--- config.mk ---
export PLATFORM = sky130hd
export DESIGN_NAME = run_monitor
export DESIGN_NICKNAME = d
export VERILOG_FILES = /design/src/rtl/run_monitor.sv
export SDC_FILE = /design/constraint.sdc
export NUM_CORES = 1
export LEC_CHECK = 0
export CELL_PAD_IN_SITES_DETAIL_PLACEMENT = 1
export CELL_PAD_IN_SITES_GLOBAL_PLACEMENT = 2
export CORE_MARGIN = 2
export CORE_UTILIZATION = 28
export CTS_CLUSTER_DIAMETER = 100
export CTS_CLUSTER_SIZE = 28
export DETAILED_ROUTE_END_ITERATION = 8
export PLACE_DENSITY_LB_ADDON = 0.15
export SETUP_SLACK_MARGIN = 0.02
export SYNTH_ARGS = -nofsm -noshare
export SYNTH_HDL_FRONTEND = slang
export SYNTH_SLANG_ARGS = --single-unit
--- constraint.sdc ---
create_clock -name clk -period 4 [get_ports clk]
set_clock_uncertainty 0.1 [all_clocks]
set_input_delay 0.4 -clock clk [delete_from_list [all_inputs] [get_ports clk]]
set_output_delay 0.4 -clock clk [all_outputs]
set_load 0.01 [all_outputs]
--- src/rtl/run_monitor.sv ---
// Run-control and result-dump block: starts the core, counts RUN cycles and retired
// instructions, stops on the halt instruction or a watchdog, then streams a memory window.
module run_monitor #(
  parameter int unsigned           ADDR_WIDTH = 32,
  parameter int unsigned           DATA_WIDTH = 8,
  parameter int unsigned           CNT_WIDTH  = 32,
  parameter logic [31:0]           HALT_INSTR = 32'h44000300,
  parameter int unsigned           TIMEOUT    = 100000,
  parameter logic [ADDR_WIDTH-1:0] DUMP_BASE  = ADDR_WIDTH'(32'h2000),
  parameter int unsigned           DUMP_LEN   = 100
) (
  input  logic                  clk,
  input  logic                  reset,
  input  logic                  run_en,
  input  logic [31:0]           instruction,
  input  logic                  instr_valid,
  output logic                  halt,
  output logic                  mem_rd,
  output logic [ADDR_WIDTH-1:0] mem_addr,
  input  logic [DATA_WIDTH-1:0] mem_rdata,
  output logic                  dump_valid,
  input  logic                  dump_ready,
  output logic [DATA_WIDTH-1:0] dump_data,
  output logic [CNT_WIDTH-1:0]  dump_index,
  output logic [CNT_WIDTH-1:0]  cycle_count,
  output logic [CNT_WIDTH-1:0]  instr_count,
  output logic [1:0]            stop_cause,
  output logic                  done
);

  localparam logic [CNT_WIDTH-1:0] TIMEOUT_LAST = CNT_WIDTH'(TIMEOUT - 1);
  localparam logic [CNT_WIDTH-1:0] LAST_INDEX   = CNT_WIDTH'(DUMP_LEN - 1);
  localparam bit                   DUMP_EMPTY   = (DUMP_LEN == 0);

  typedef enum logic [2:0] {
    S_IDLE, S_RUN, S_STOP, S_READ, S_CAPTURE, S_SEND, S_DONE
  } state_t;

  state_t                 state;
  logic                   halt_seen;
  logic [CNT_WIDTH-1:0]   cycle_inc;
  logic [CNT_WIDTH-1:0]   instr_inc;

  // Counters stick at all-ones instead of wrapping.
  assign cycle_inc = (cycle_count == '1) ? cycle_count : cycle_count + CNT_WIDTH'(1);
  assign instr_inc = (instr_count == '1) ? instr_count : instr_count + CNT_WIDTH'(1);
  assign halt_seen = instr_valid && (instruction == HALT_INSTR);

  always_ff @(posedge clk or posedge reset) begin
    if (reset) begin
      state       <= S_IDLE;
      halt        <= 1'b1;
      mem_rd      <= 1'b0;
      mem_addr    <= '0;
      dump_valid  <= 1'b0;
      dump_data   <= '0;
      dump_index  <= '0;
      cycle_count <= '0;
      instr_count <= '0;
      stop_cause  <= 2'd0;
      done        <= 1'b0;
    end else begin
      case (state)
        S_IDLE: begin
          halt <= 1'b1;
          if (run_en) begin
            state <= S_RUN;
            halt  <= 1'b0;
          end
        end
        S_RUN: begin
          cycle_count <= cycle_inc;
          if (instr_valid) instr_count <= instr_inc;
          // Halt instruction wins over a watchdog expiring in the same cycle.
          if (halt_seen) begin
            stop_cause <= 2'd1;
            halt       <= 1'b1;
            state      <= S_STOP;
          end else if (cycle_count == TIMEOUT_LAST) begin
            stop_cause <= 2'd2;
            halt       <= 1'b1;
            state      <= S_STOP;
          end
        end
        S_STOP: begin
          if (DUMP_EMPTY) begin
            done  <= 1'b1;
            state <= S_DONE;
          end else begin
            mem_addr   <= DUMP_BASE;
            dump_index <= '0;
            mem_rd     <= 1'b1;
            state      <= S_READ;
          end
        end
        S_READ: begin
          mem_rd <= 1'b0;
          state  <= S_CAPTURE;
        end
        S_CAPTURE: begin
          dump_data  <= mem_rdata;
          dump_valid <= 1'b1;
          state      <= S_SEND;
        end
        S_SEND: begin
          if (dump_ready) begin
            dump_valid <= 1'b0;
            if (dump_index == LAST_INDEX) begin
              done  <= 1'b1;
              state <= S_DONE;
            end else begin
              dump_index <= dump_index + CNT_WIDTH'(1);
              mem_addr   <= mem_addr + ADDR_WIDTH'(1);
              mem_rd     <= 1'b1;
              state      <= S_READ;
            end
          end
        end
        S_DONE: begin
          done <= 1'b1;
          halt <= 1'b1;
        end
        default: state <= S_IDLE;
      endcase
    end
  end

endmodule

-- After elaboration in Yosys (flattened, before gate mapping)
Index checks and enable logic that the tools add are counted.
- add/sub/neg operators: 4
- equality and inequality tests: 16
- mux-type cells: 26
- bitwise logic cells: 3
- reduce and logical (&&, ||, !) cells: 17
- operator list (operator ; count):
    adder 32 x 1 -> 32 bit (second input constant) ; 4
    two-way mux 32 bit ; 4
    case mux 32 bit (2 select lines) ; 2
    == test 32 bit (second input constant) ; 2
    == test 32 x 17 -> 1 bit (second input constant) ; 1
    == test 32 x 31 -> 1 bit (second input constant) ; 1
    == test 32 x 7 -> 1 bit (second input constant) ; 1
    case mux 3 bit (7 select lines) ; 1
    two-way mux 3 bit ; 5
    AND reduction 3 bit ; 4
    == test 3 bit (second input constant) ; 3
    two-way mux 1 bit ; 8
    inequality test 2 bit (second input constant) ; 4
    AND reduction 2 bit ; 4
    nonzero test 2 bit ; 4
    == test 3 x 2 -> 1 bit (second input constant) ; 2
    case mux 1 bit (3 select lines) ; 2
    nonzero test 3 bit ; 2
    two-way mux 2 bit ; 2
    case mux 1 bit (2 select lines) ; 2
    AND reduction 4 bit ; 1
    == test 3 x 1 -> 1 bit (second input constant) ; 1
    logical NOT 3 bit ; 1
    inequality test 3 bit (second input constant) ; 1
    other kinds (2) ; 4
- register bits: 145
- input bits: 45
- logic and storage cells: 77

-- Depth between registers and ports, before layout
Gate-level depths: netlist of run 1.
- depth in word-level cells: 4
- gate-level depth with buffers: 8
- mapped depth without buffers: 6

-- Worst setup path after synthesis of run 1
No wires, ideal clock.
- path type: flip-flop to flip-flop
- start: reg cycle_count[0]
- end: reg cycle_count[1]
- library setup time: 125 ps
- arrival time: 2057 ps
- setup slack: 1718 ps
- cell stages (with the launch flop): 8
- period minus slack after synthesis: 2282 ps
- cell sequence: dfrtp_1 ha_1 nand3_1 or4b_4 nand4bb_1 buf_6 and2_4 mux2_4
- cells in the longest elaborated chain, start to end: 3
- ends and longest elaborated chain (what ; line ; RTL):
    from (decl) ; 25 ; output logic [CNT_WIDTH-1:0] cycle_count,
    from (signal assigned) ; 72 ; cycle_count <= cycle_inc;
    branches (longest 3 deep; another with adder 32 x 1 -> 32 bit) ; - ;
Several ways; the timed one is not identified.
A chain may end at the register's enable or synchronous reset.

-- Worst setup path in the final report of run 1
- start: reg dump_index[0]
- end: reg dump_index[0]
- cells in the longest elaborated chain, start to end: 4
- ends and longest elaborated chain (what ; line ; RTL):
    from (decl) ; 24 ; output logic [CNT_WIDTH-1:0] dump_index,
    from (signal assigned) ; 112 ; dump_index <= dump_index + CNT_WIDTH'(1);
    adder 32 x 1 -> 32 bit ; 112 ;
    two-way mux 32 bit ; 108 ; if (dump_index == LAST_INDEX) begin
    two-way mux 32 bit ; 106 ; if (dump_ready) begin
    case mux 32 bit (2 select lines) ; 63 ; case (state)
Several ways; a longest one is shown, not always the timed one. The select of a mux whose other input is x is not followed.

==> results of run 1 <==
## worst max path at each step
| stage | from | end | slack, ns | cells after the start |
|---|---|---|---|---|
| after detailed placement | dump_ready | dump_index[29] | 1.08 | 6 |
| after global routing | dump_index[0] | mem_addr[0] | 1.17 | 7 |
| after global placement | dump_ready | dump_index[29] | 1.13 | 6 |
| final | dump_index[0] | dump_index[0] | 1.34 | 7 |
| after CTS | dump_index[0] | mem_addr[0] | 1.30 | 7 |
| after floorplan | reset | cycle_count[0] | 1.68 | 1 |
## flip-flops by register name (all words and copies together) (netlist names)
name,count
instr_count,32
dump_index,32
mem_rd,1
done,1
state,3
stop_cause,2
cycle_count,32
mem_addr,32
dump_data,8
dump_valid,1
halt,1
## through the flow
step	instances	hold WS, ns	power (mW)	setup slack [ns]
finish	1320	0.3220	3.234	1.337
global route	1320	0.3576	3.359	1.171
CTS	1320	0.3426	3.293	1.301
detailed placement	1289	0.3540	1.593	1.077
global placement	1289	0.3492	1.592	1.133
floorplan	780	0.3885	1.529	1.682
## cell families after synthesis
| logic type | Yosys count | share of synthesized area |
|---|---|---|
| buffers and inverters | 44 | 0.02523 |
| XOR/XNOR | 66 | 0.07520 |
| AO/OA/AOI/OAI | 101 | 0.08903 |
| multiplexers | 34 | 0.04622 |
| AND/OR/NAND/NOR | 386 | 0.2856 |
| flip-flops | 145 | 0.4722 |
| adder cells (fa/ha/maj) | 4 | 0.006511 |
## power by group
part / switching [mW] / total (mW) / internal (mW)
Clock: 0.689 / 1.67 / 0.984
Combinational: 0.0497 / 0.0944 / 0.0447
Sequential: 0 / 1.47 / 1.47
## metal layers
layer / GRT usage / up-vias / part of all wire
li1: - / 3291 / -
met1: 0.2460 / 3508 / 0.48
met2: 0.2889 / 148 / 0.47
met3: 0.04594 / 12 / 0.049
met4: 0.03828 / 0 / 0.0077
met5: 0 / - / 0
## cells in the mapped netlist (15+ instances only)
cell	n
nand4_1	52
xnor2_1	52
or4_1	23
nor2_1	35
nor4_1	29
nand3_1	64
a21oi_1	36
nand2_1	78
dfrtp_1	144
mux2i_1	25
and3_1	26
nor3_1	15
clkbuf_1	20
o31ai_1	21
## layout by cell type (no fill, tap or decap), types with 5 or more instances in the layout
master,instances
o211ai_1,6
and4_1,12
nand3_1,64
inv_1,13
nor4_1,29
and3_1,26
and2_1,9
mux2i_1,25
or4_1,23
o21ai_0,9
nand2_1,78
nand2b_1,5
clkdlybuf4s50_1,186
xor2_1,14
a21oi_1,36
dfrtp_1,144
buf_4,8
mux2_2,8
xnor2_1,52
o31ai_1,21
or3_1,8
clkbuf_16,17
nor3_1,15
nor4b_1,6
nand4_1,52
nor2_1,34
## critical path, cell delays in order (launching register included)
cell	delay, ns
dfrtp_1	0.45
ha_1	0.29
nor4bb_1	0.31
nand4_1	0.29
o31ai_4	0.24
buf_4	0.43
nor2_1	0.18
a211oi_1	0.26
## area by class of cell
type	count	area, um2	area share
timing repair buffer	197	1982	0.1876
sequential	145	3630	0.3435
tap	341	426.7	0.04038
inverter	15	60.06	0.005684
multi-input combinational	591	3875	0.3667
clock buffer	19	432.9	0.04097
clock inverter	12	160.2	0.01516
==> results by group, run 1 <==
Floorplanning
  – Die Area: between 20000 and 30000 um2
  – Core area: 26950 um2
  – Initial Util: 0.2852
  – Chip height: 169.7 um
  – Die Wd: ~170 um
  – Core Rows: 60
  – Io pins: 187

Clock tree
  – Later-pin clock latency in the skew report: 0.43 ns
  – CTS HTree Levels: 4
  – Clock-pin slew on the worst setup and hold paths: 0.07 ns
  – CTS max path bufs: 2
  – Clock root buffer: clkbuf_16
  – Cts hold-fix bufs: 0
  – Num CTS Buffers: 17
  – Post-CTS Setup Bufs: 0
  – Clk sink count: 145
  – Post_cts resized: 0
  – CTS tree: done

Worst hold path
  – HP Class: in -> async

Timing
  – Post-layout minimum cycle time: 2.663 ns
  – Final worst-path cycle share: 0.6658
  – Final Max Tran Viols: 0
  – Worst-Margin Slew: 0.8113 ns
  – Count of final hold-check violations: 0
  – TNS Setup: 0 ns
  – RSZ-0062 raised after global routing: false
  – Relative slew margins: 0.4545
  – Max frequency: 375.5 MHz
  – Endpoints failing setup: 0

Synthesis
  – Synthesized cell area: 7687 um2
  – Post-synth EDFFs: 0
  – Syn avg cell area: 9.856 um2
  – Ys flop type: dfrtp_1
  – Synth area leader: dfrtp_1
  – Synthesized Nets: 829
  – Async set-reset flop share out of synthesis: 1.000
  – Yosys top cell area share: 0.4688
  – Number of synthesized register bits: 145
  – Gate count after technology mapping: 780
  – Syn. warnings: 0
  – Top cells by area, synth: dfrtp_1, xnor2_1, nand4_1, nand3_1, nand2_1
  – Count of cell types in the netlist: 63
  – Seq/Total Area, Yosys: 0.4722

Job
  – Max-cap violations: 0

GRT
  – First-pass GRT wire length: between 40000 and 50000 um
  – Initial antenna violation count: 0
  – Remaining global-route overflow: 0
  – Vias in the first global route: 7141
  – GRT Total Usage: 0.1803
  – Largest net degree at the start of global routing: 66

Place
  – # port buffers: approximately 190
  – DP Area: about 10000 um2
  – GP Congestion: 0.7416
  – Hpwl dp: 17990 um

Setup path
  – Startpoint types: flop
  – R2R cell count: 7
  – Crit path max fanout: 46
  – Setup CP Type: reg -> reg
  – CP Data Required Time: 4.23 ns
  – RR Endpoint: dump_index[0]
  – R2R Setup Slk: roughly 1.3 ns
  – Worst r2r src: dump_index[0]
  – CP Data Arrival Time: between 2 and 3 ns
  – CP endpoint kind: flop

Drt
  – Remaining antenna violation count: 0
  – DRC: 0
  – Routed vias/inst: 5.272
  – Detailed Routing Iterations Pass 1: 4
  – DR iter-0 viols: 306
  – DR vias: 6959
  – Wire per inst: 19.19 um
  – Final WL: ~25000 um

Cells and area
  – Share of cells above drive strength 1: 0.06946
  – Area grow syn2layout: 37.45%
  – Final core utilization: 0.3921
  – Final design area excluding fillers: 10570 um2
  – Layout filler cell count: 3007
  – Antenna Cells: 0
  – Final nets: 1016

Power and ir drop
  – Pleak: around 4.3 nW
  – Worst vdd ir: roughly 200 uV
  – P per Cell Area: 306.0 nW/um2

Outcome
  – Status: finished, final reports clean
Note: power is estimated with default switching activity, not from simulation.
==> run 2: changes to the inputs <==
--- a/config.mk
+++ b/config.mk
@@ -8,7 +8,7 @@
 export CELL_PAD_IN_SITES_DETAIL_PLACEMENT = 1
 export CELL_PAD_IN_SITES_GLOBAL_PLACEMENT = 2
 export CORE_MARGIN = 2
-export CORE_UTILIZATION = 28
+export CORE_UTILIZATION = 31
 export CTS_CLUSTER_DIAMETER = 100
 export CTS_CLUSTER_SIZE = 28
 export DETAILED_ROUTE_END_ITERATION = 8
==> constraint.sdc (replaced) <==
create_clock -name clk -period 2.63 [get_ports clk]
set_clock_uncertainty 0.1 [all_clocks]
set_input_delay 0.263 -clock clk [delete_from_list [all_inputs] [get_ports clk]]
set_output_delay 0.263 -clock clk [all_outputs]
set_load 0.01 [all_outputs]
==> run 2 against run 1 <==
Against the previous run: hold slack got worse by 0.12 ns; critical endpoint is now mem_addr[13]; clock power grew 48%; routed wire length shrank 1.0%; worst setup slack got worse by 1.2 ns; cell count is 1.1% higher; clock-buffer cell count grew 1; die area shrank 9.5%; register-to-register slack lost 1.2 ns.
==> results by group, run 2 (synthesized netlist as in run 1, its figures left out) <==
Drt
  – DRC: 0 (unchanged)
  – Final WL: 25060 um (-1.0%)
  – Routed wl met2: 12200 um (+3.2%)
  – DRT met1 WL: 11490 um (-4.8%)
  – Remaining antenna violation count: 0 (unchanged)
  – Routed vias/inst: 5.347 (+1.4%)
  – Wire per inst: 18.79 um (-2.1%)
  – Detailed Routing Iterations Pass 1: 4 (unchanged)
  – Detail Route met3 WL: 1149 um (-7.3%)
  – DR vias: 7133 (+2.5%)
  – Top Metal Used: met4
  – DR iter-0 viols: 319 (+4.2%)

GRT
  – Initial antenna violation count: 0 (unchanged)
  – Largest net degree at the start of global routing: 69 (+4.5%)
  – Remaining global-route overflow: 0 (unchanged)
  – First-pass GRT wire length: 40520 um (-0.91%)
  – Vias in the first global route: 7386 (+3.4%)
  – GRT Total Usage: 0.1951 (+0.01481)

Clock tree
  – Cts hold-fix bufs: 0 (unchanged)
  – Later-pin clock latency in the skew report: 0.43 ns (about the same)
  – Clock root buffer: clkbuf_16
  – Clk sink count: 145 (unchanged)
  – Num CTS Buffers: 17 (unchanged)
  – CTS tree: done
  – CTS max path bufs: 2 (unchanged)
  – Clock-pin slew on the worst setup and hold paths: 0.07 ns (about the same)
  – CTS HTree Levels: 4 (unchanged)

Timing
  – Max frequency: 408.6 MHz (+8.8%)
  – Post-layout minimum cycle time: 2.448 ns (-0.2155 ns)
  – Final hold slack: 0.2032 ns (-0.1188 ns)
  – Final Max Tran Viols: 0 (unchanged)
  – RSZ-0062 raised after global routing: true
  – PnR worst setup slack: 0.1823 ns (-1.154 ns)
  – Relative slew margins: 0.5606 (+0.1060)
  – Final worst-path cycle share: 0.9307 (+0.2649)
  – Endpoints failing setup: 0 (unchanged)
  – Worst-Margin Slew: 0.6536 ns (-0.1577 ns)
  – Count of final hold-check violations: 0 (unchanged)
  – TNS Setup: 0 ns (unchanged)

Setup path
  – Setup CP Type: reg -> reg
  – Slowest CP cell: dfrtp_1
  – Crit path max fanout: 14 (-70%)
  – CP cell instances: ha_1 -> nor4bb_1 -> nand4_1 -> o31ai_4 -> buf_4 -> buf_4 -> nor4_1 -> mux2i_1
  – R2R cell count: 8 (+1)
  – CP Data Arrival Time: 2.64 ns (-0.25 ns)
  – Biggest cell delay along the critical path: 0.42 ns (-0.03 ns)
  – Most frequent CP cell: buf_4
  – CP Data Required Time: 2.82 ns (-1.41 ns)
  – Startpoint types: flop
  – CP endpoint kind: flop

Cells and area
  – Highest-count cells in the layout ignoring fill and taps: clkdlybuf4s50_1, dfrtp_1, nand2_1, nand3_1
  – Final nets: 1047 (+3.1%)
  – Antenna Cells: 0 (unchanged)
  – Most common cell after layout, fill and taps aside: clkdlybuf4s50_1
  – Area grow syn2layout: 40.19%
  – Post-route insts no fill: 1334 (+1.1%)
  – Final design area excluding fillers: 10780 um2 (+2.0%)
  – Final core utilization: 0.4431 (+0.05106)
  – Share of cells above drive strength 1: 0.1010 (+0.03153)

Floorplanning
  – Core Rows: 57 (-5.0%)
  – Die Area: 26070 um2 (-9.5%)
  – Core area: 24320 um2 (-9.8%)
  – Chip height: 161.5 um (-4.8%)
  – Die Wd: 161.5 um (-4.8%)
  – Io pins: 187 (unchanged)
  – Initial Util: 0.3161 (+0.03086)

Place
  – # port buffers: 186 (unchanged)
  – Hpwl dp: 17900 um (-0.51%)
  – DP Area: 10170 um2 (+2.0%)
  – Post-placement cell count: 1301 (+0.93%)
  – GP Congestion: 0.7443 (+0.36%)
  – Dpl ws: 0.1598 ns (-0.9176 ns)

Power and ir drop
  – Final Power: 4.852 mW (+50%)
  – Net switching power: 1.097 mW (+48%)
  – Worst vdd ir: 311.8 uV (+54%)
  – Pleak: 4.414 nW (+3.3%)
  – Internal: 3.756 mW (+51%)
  – Logic pwr share: 0.031 (+0.002)
  – Clk pwr share: 0.509 (-0.008)
  – P per Cell Area: 450.3 nW/um2 (+47%)
  – Sw frac: 0.2260 (-0.002399)
  – Sequential Power Share: 0.460 (+0.007)

Outcome
  – Status: finished, final reports clean

Job
  – Max-cap violations: 0 (unchanged)

Worst hold path
  – HP Class: in -> async
[run 2: timing repair]
action                     CTS  global route
resized for setup            0             2
setup endpoints to repair    0            15
buffers inserted             0             2
[run 2: area by class of cell]
cell class / instances / area (um2)
fill: 2719 / 13540
clock buffer: 20 / 456.7
sequential: 145 / 3630
clock inverter: 11 / 130.1
multi-input combinational: 591 / 3880
timing repair buffer: 228 / 2215
tap: 324 / 405.4
inverter: 15 / 60.06
[run 2: worst max-delay path, delay by kind of cell (launching register included)]
family                     cells  cell delay (ns)
buffers and inverters          2             0.36
and+or+nand+nor                3             0.65
AOI/OAI and AO/OA              1             0.33
adders and majority gates      1             0.30
muxes                          1             0.14
DFF                            1             0.42
[run 2: power groups by stage]
| stage | registers, mW | clock network [mW] | logic, mW |
|---|---|---|---|
| global route | 2.23 | 2.65 | 0.167 |
| detailed placement | 2.27 | 0 | 0.154 |
| CTS | 2.23 | 2.55 | 0.155 |
| global placement | 2.27 | 0 | 0.153 |
| finish | 2.23 | 2.47 | 0.151 |
| floorplan | 2.27 | 0 | 0.0531 |
[run 2: worst paths after layout]
check,startpoint,endpoint,slack [ns]
max in group asynchronous,reset,mem_addr[26],1.84
worst min register to register,done,done,0.35
worst max register to register,dump_index[1],mem_addr[13],0.18
min in group clk,mem_rdata[3],dump_data[3],0.35
worst max-delay path,dump_index[1],mem_addr[13],0.18
worst min-delay path,reset,instr_count[28],0.20
[run 2: metal layers]
layer  vias to the layer above  track usage
li1                       3364            -
met1                      3609       0.2577
met2                       149       0.3260
met3                        11      0.04212
met4                         0      0.04870
met5                         -            0
